--- config.mk ---
export PLATFORM = sky130hd
export DESIGN_NAME = bram_arbiter
export DESIGN_NICKNAME = d
export VERILOG_FILES = /design/src/rtl/bram_arbiter.sv
export SDC_FILE = /design/constraint.sdc
export NUM_CORES = 1
export LEC_CHECK = 0
export CORE_MARGIN = 3
export CORE_UTILIZATION = 24
export DETAILED_ROUTE_END_ITERATION = 8
export PLACE_DENSITY = 0.85
export SLEW_MARGIN = 30
export SYNTH_ARGS = -nofsm -noshare
export SYNTH_HDL_FRONTEND = slang
export SYNTH_SLANG_ARGS = --single-unit
--- constraint.sdc ---
create_clock -name clk -period 2.1 [get_ports clk]
set_input_delay 0.42 -clock clk [delete_from_list [all_inputs] [get_ports clk]]
set_output_delay 0.42 -clock clk [all_outputs]
set_load 0.02 [all_outputs]
--- src/rtl/bram_arbiter.sv ---
// bram_arbiter: shares one single-port, 1-cycle-latency BRAM between two masters
//
// Ports:
//   clk, reset (async, active-low)
//   mN_req/we/addr/wdata/lock : request side of master N (N = 0, 1)
//   mN_gnt                    : combinational accept, at most one per cycle
//   mN_rvalid/rdata           : read return, one cycle after an accepted read
//   bram_en/we/addr/wdata     : BRAM drive from the granted master
//   bram_rdata                : BRAM read data, valid the cycle after bram_en
module bram_arbiter #(
    parameter int ADDR_W   = 10,
    parameter int DATA_W   = 32,
    parameter int LOCK_MAX = 8
) (
    input  logic                clk,
    input  logic                reset,
    input  logic                m0_req,
    input  logic [DATA_W/8-1:0] m0_we,
    input  logic [ADDR_W-1:0]   m0_addr,
    input  logic [DATA_W-1:0]   m0_wdata,
    input  logic                m0_lock,
    output logic                m0_gnt,
    output logic                m0_rvalid,
    output logic [DATA_W-1:0]   m0_rdata,
    input  logic                m1_req,
    input  logic [DATA_W/8-1:0] m1_we,
    input  logic [ADDR_W-1:0]   m1_addr,
    input  logic [DATA_W-1:0]   m1_wdata,
    input  logic                m1_lock,
    output logic                m1_gnt,
    output logic                m1_rvalid,
    output logic [DATA_W-1:0]   m1_rdata,
    output logic                bram_en,
    output logic [DATA_W/8-1:0] bram_we,
    output logic [ADDR_W-1:0]   bram_addr,
    output logic [DATA_W-1:0]   bram_wdata,
    input  logic [DATA_W-1:0]   bram_rdata
);
    localparam logic [7:0] LMAX = 8'(LOCK_MAX);

    logic       last_gnt, lock_vld, lock_id, rd_vld, rd_tag;
    logic [7:0] lock_cnt, base_cnt, lock_cnt_d;
    logic       lock_act, gnt, sel_lock, other_req, lock_vld_d, lock_id_d;

    always_comb begin
        // a lock only has force while its owner still has budget left
        lock_act   = lock_vld && lock_cnt < LMAX;
        m0_gnt     = m0_req && (lock_act ? !lock_id : (!m1_req || last_gnt));
        m1_gnt     = m1_req && (lock_act ? lock_id : (!m0_req || !last_gnt));
        gnt        = m0_gnt || m1_gnt;
        sel_lock   = m1_gnt ? m1_lock : m0_lock;
        other_req  = m1_gnt ? m0_req : m1_req;
        // a new owner starts its budget from zero
        base_cnt   = (lock_vld && lock_id == m1_gnt) ? lock_cnt : 8'd0;
        lock_vld_d = gnt ? sel_lock : lock_vld;
        lock_id_d  = gnt ? m1_gnt : lock_id;
        // an idle owner's reservation is charged for each cycle the other master waits
        lock_cnt_d = gnt ? (!sel_lock ? 8'd0 : (other_req && base_cnt < LMAX) ? base_cnt + 8'd1 : base_cnt)
                   : (lock_vld && (lock_id ? m0_req : m1_req) && lock_cnt < LMAX) ? lock_cnt + 8'd1 : lock_cnt;
        bram_en    = gnt;
        bram_we    = m1_gnt ? m1_we : m0_gnt ? m0_we : '0;
        bram_addr  = m1_gnt ? m1_addr : m0_gnt ? m0_addr : '0;
        bram_wdata = m1_gnt ? m1_wdata : m0_gnt ? m0_wdata : '0;
        m0_rvalid  = rd_vld && !rd_tag;
        m1_rvalid  = rd_vld && rd_tag;
        m0_rdata   = m0_rvalid ? bram_rdata : '0;
        m1_rdata   = m1_rvalid ? bram_rdata : '0;
    end

    always_ff @(posedge clk or negedge reset) begin
        if (!reset) begin
            last_gnt <= 1'b1;
            lock_vld <= 1'b0;
            lock_id  <= 1'b0;
            lock_cnt <= 8'd0;
            rd_vld   <= 1'b0;
            rd_tag   <= 1'b0;
        end else begin
            if (gnt) last_gnt <= m1_gnt;
            lock_vld <= lock_vld_d;
            lock_id  <= lock_id_d;
            lock_cnt <= lock_cnt_d;
            rd_vld   <= gnt && bram_we == '0;
            rd_tag   <= m1_gnt;
        end
    end
endmodule

After elaboration in Yosys (flattened, before gate mapping)
Cells that the tools add are included.
- flip-flop bits (word level): 13
- word-level logic and storage cells: 49
- input port bits: 130
- order comparisons: 2
- reduce and logical (&&, ||, !) cells: 20
- add/sub/neg operators: 2
- equal/unequal tests: 1
- mux-type cells: 18
- operators by type and width (cell ; count):
    32-bit two-way mux ; 4
    8-bit two-way mux ; 5
    10-bit two-way mux ; 2
    8-bit by 1-bit adder with 8-bit output, second input constant ; 2
    8-bit by 4-bit < comparator with 1-bit output, second input constant ; 2
    1-bit logical AND ; 10
    4-bit two-way mux ; 2
    1-bit logical NOT ; 5
    1-bit two-way mux ; 5
    4-bit logical NOT ; 1
    1-bit logical OR ; 3
    2-bit nonzero test ; 1
    1-bit equality test ; 1

Depth between registers and ports, before layout
- word-level depth: 12
- gate-level depth with buffers: 10
- mapped depth without buffers: 9

Worst setup path before layout
No wires, ideal clock.
- path type: register -> output
- start point: reg lock_cnt[7]
- end point: out bram_wdata[24]
- setup slack: -0.227 ns
- data required time: 1.680 ns
- stages on the path, launching flop included: 7
- arrival time: 1.907 ns
- path through: dfrtp_1 -> or4_4 -> nor3_4 -> nor3_2 -> buf_6 -> buf_2 -> a22o_1
- elaborated cells between the ends (all ways): 8
- classes of those cells: order compare: 1; mux: 4; reduce/logical: 3
- RTL lines (item ; line ; source):
    start: declaration ; 42 ; logic [7:0] lock_cnt, base_cnt, lock_cnt_d;
    start signal: assignment ; 82 ; lock_cnt <= lock_cnt_d;
    8-bit by 4-bit < comparator with 1-bit output ; 47 ; lock_act = lock_vld && lock_cnt < LMAX;
    1-bit logical AND ; 47 ;
    1-bit two-way mux ; 49 ; m1_gnt = m1_req && (lock_act ? lock_id : (!m0_req || !last_gnt));
    1-bit logical AND ; 49 ;
    named net m1_gnt ; 30 ; output logic m1_gnt,
    32-bit two-way mux ; 63 ; bram_wdata = m1_gnt ? m1_wdata : m0_gnt ? m0_wdata : '0;
    end: declaration ; 36 ; output logic [DATA_W-1:0] bram_wdata,
The timed path passes the listed nets, and every way through them passes these cells.

Worst setup path in the final report
- start point: reg lock_cnt[4]
- end point: out bram_wdata[27]
- word-level cells in the longest chain between the ends: 6
- elaborated cells between the ends (all ways): 8
- classes of those cells: order compare: 1; mux: 4; reduce/logical: 3
- ends and longest elaborated chain (item ; line ; source):
    8-bit by 4-bit < comparator with 1-bit output * ; 47 ;
    1-bit logical AND * ; 47 ;
    1-bit two-way mux ; 48 ; m0_gnt = m0_req && (lock_act ? !lock_id : (!m1_req || last_gnt));
    1-bit logical AND ; 48 ;
    32-bit two-way mux ; 63 ;
    32-bit two-way mux * ; 63 ;
Every way passes the cells marked *; elsewhere a longest branch is shown, timed or not.

==> run metrics <==
share of layout cells above drive strength 1 36.19%; DP Area 0.005101 mm2; setup ws final -0.6553 ns; H-tree depth 1; worst r2r dst rd_vld$_DFF_PN0_; Post-Syn Area 0.001902 mm2; # setup viols final 55; CP Capture Type output pin; max_cap viols 0; WP data arrival 2.34 ns; fillcell total 441; maximum VDD drop 0.7706 mV; Buffers on Ports 244; Slew Limit Headroom 59.67%; # IOs 245; crit path cell chain or4_4 > nor3_4 > nor3_4 > buf_6 > buf_16 > clkbuf_16 > a22o_4 > buf_6; Core Util, Final 77.10%; final WL 14390 um; Hold WC Path Type primary input to async pin; DRC Markers 0; root buf cell clkbuf_8; Worst Tran Pin Value 0.6031 ns; Sink Count 13; largest net degree at the start of global routing 34; nets 669; DP HPWL 9411 um; Slew Viols, Final 0; Total GRT Usage 25.40%; Post-synth EDFFs 0; Hold Fails Final Rpt 0; synthesized area per cell 8.025 um2; Worst Path Max Fanout 6; Vias 3411; Die Y-Extent 95.02 um; final antenna diode count 0; FMAX 362.9 MHz; Finished Layout Cells 635; clock-pin transition on the worst setup and hold timing paths 0.06 ns; Seq/Total Area, Yosys 17.17%; Slowest Stage Delay on Critical Path 0.60 ns; core area 0.007486 mm2; TritonCTS clock tree built; CP required 1.68 ns; Worst R2R Setup Slack -0.34 ns; final worst path period share 131.2%; area taken by flip-flops and latches 326.6 um2; Pre-antenna DRT Iters 5; cell area after layout 0.005772 mm2; Post-synth ARST share 100.0%; Pwr Density 897.9 mW/mm2; R2R Path Start lock_cnt[4]$_DFFE_PN0P_; Clock Latency Late Sink 0.25 ns; first-pass GRT wire length 17880 um; initial antenna violation count 0; placed insts 602; initial detailed-routing violation count 165; Seq cells post-synth 13; critical path's slowest cell or4_4; clk buf depth 2; final hold slack 0.5473 ns; kind of critical path register to output pin; clk_skew 0.01029 ns; area of the multi-input gates 0.001901 mm2; Die X 95.02 um; Syn Inst Count 237; row count 31; overall die area 0.009029 mm2; Leak 3.090 nW; Unique masters post-synth 55; mean number of vias per cell 5.372; Register-to-Register Path Depth 9; Congestion Overflow GR 0; routed len/inst 22.66 um; Num CTS Buffers 3; RSZ-0062 raised after global routing yes; CP Launch Type register; RePlAce Congestion 0.9363; Initial Utilization 25.41%; Tmin final 2.755 ns; YS warnings 0; DP Worst Slack -0.8360 ns; main flop type after synthesis dfrtp_1; Area growth syn-to-layout 203.5%; syn_nets 369; failing checks setup timing; Routed Antenna Nets 0; vias in the first global route 3353; status finished with violations
worst max-delay path: cells and delay by family (launching register included):
family / cells / cell delay [ns]
flip-flops: 1 / 0.42
AND/OR/NAND/NOR: 3 / 0.88
AO/OA/AOI/OAI: 1 / 0.21
buffers and inverters: 4 / 0.57
cell families (layout without fill, tap and decap cells):
| kind of cell | Yosys count | count (layout) | synth area share [%] |
|---|---|---|---|
| and+or+nand+nor | 105 | 105 | 36.51 |
| AOI/OAI and AO/OA | 85 | 85 | 36.25 |
| buffers and inverters | 30 | 329 | 7.763 |
| DFF | 13 | 13 | 17.17 |
| adders and majority gates | 2 | 2 | 1.316 |
| xor gates and xnor gates | 1 | 1 | 0.4606 |
| muxes | 1 | 1 | 0.5263 |
repair_timing:
action                                  CTS  global route
gates resized for setup                 342            68
endpoints found under the setup margin  105            82
buffers inserted                          6            16
endpoints found under the hold margin     0             0
pin swaps                                 4            13
gates cloned                              2             6
hold buffers                              0             0
layer usage:
metal,GRT usage (%),up-vias,share of wire [%]
li1,-,1517,-
met1,26.82,1572,34
met2,47.09,267,52
met3,8.366,55,10
met4,8.534,0,3.8
met5,0,-,0
Yosys cell counts, drive strengths merged, types with 2 or more instances:
library cell / n / area (um2)
a21boi: 4 / 30.03
a21oi: 9 / 48.80
a22o: 46 / 405.4
a22oi: 2 / 20.02
and2: 33 / 206.5
and3: 33 / 206.5
buf: 10 / 72.57
clkbuf: 12 / 45.04
dfrtp: 12 / 300.3
ha: 2 / 25.02
inv: 7 / 26.28
nand2: 5 / 18.77
nand4: 3 / 18.77
nor2: 6 / 22.52
nor2b: 7 / 43.79
nor3: 6 / 57.55
nor4: 4 / 46.29
o211ai: 3 / 22.52
o21ai: 5 / 25.02
o2bb2ai: 2 / 17.52
or2: 2 / 12.51
how the worst max path moves through the flow:
stage                             from             end  slack, ns
4_1_cts        lock_cnt[4]$_DFFE_PN0P_    bram_addr[3]      -0.64
6_report       lock_cnt[4]$_DFFE_PN0P_  bram_wdata[27]      -0.66
2_1_floorplan  lock_cnt[4]$_DFFE_PN0P_  bram_wdata[24]      -0.13
3_3_place_gp                    m1_req   bram_wdata[1]      -0.79
5_1_grt        lock_cnt[4]$_DFFE_PN0P_  bram_wdata[29]      -0.69
3_5_place_dp                    m1_req    bram_addr[8]      -0.84
layout by cell type, fill, tap and decap left out, types with 2 or more instances in the layout:
| cell | n |
|---|---|
| a21boi_1 | 3 |
| a21oi_1 | 7 |
| a22o_1 | 6 |
| a22o_4 | 39 |
| and2_1 | 33 |
| and3_1 | 33 |
| buf_12 | 8 |
| buf_16 | 2 |
| buf_4 | 39 |
| buf_6 | 64 |
| buf_8 | 3 |
| clkbuf_16 | 5 |
| clkbuf_8 | 3 |
| clkdlybuf4s50_1 | 136 |
| dfrtp_1 | 12 |
| dlygate4sd2_1 | 42 |
| dlymetal6s2s_1 | 17 |
| ha_1 | 2 |
| inv_1 | 7 |
| nand2_1 | 5 |
| nand4_1 | 3 |
| nor2_1 | 4 |
| nor2_4 | 2 |
| nor2b_1 | 5 |
| nor3_1 | 2 |
| nor3_4 | 4 |
| nor4_4 | 2 |
| o211ai_1 | 3 |
| o21ai_1 | 3 |
layout make-up:
class	instances	share of cell area, %
sequential	13	5.658
multi-input combinational	194	32.93
inverter	8	0.5203
tap	99	2.146
clock buffer	4	0.7804
timing repair buffer	317	57.97
per-stage QoR:
stage          power [mW]  setup TNS, ns
2_1_floorplan       2.379         -5.243
3_3_place_gp        3.916         -39.33
3_5_place_dp        3.972         -41.71
4_1_cts             4.457         -26.43
5_1_grt             5.365         -32.47
6_report            5.182         -30.63
flip-flops by register name, indices dropped and copies added, names as in the netlist:
signal,count
lock_cnt,8
last_gnt,1
lock_id,1
lock_vld,1
rd_tag,1
rd_vld,1
power breakdown:
| part | switching (mW) | total, mW | leakage (nW) | internal (mW) |
|---|---|---|---|---|
| combinational | 2.12 | 4.58 | 2.90 | 2.45 |
| clock | 0.0957 | 0.230 | 0.0228 | 0.134 |
| sequential | 0.0639 | 0.375 | 0.170 | 0.311 |
| total | 2.28 | 5.18 | 3.09 | 2.90 |
Note: power is estimated with default switching activity, not from simulation.
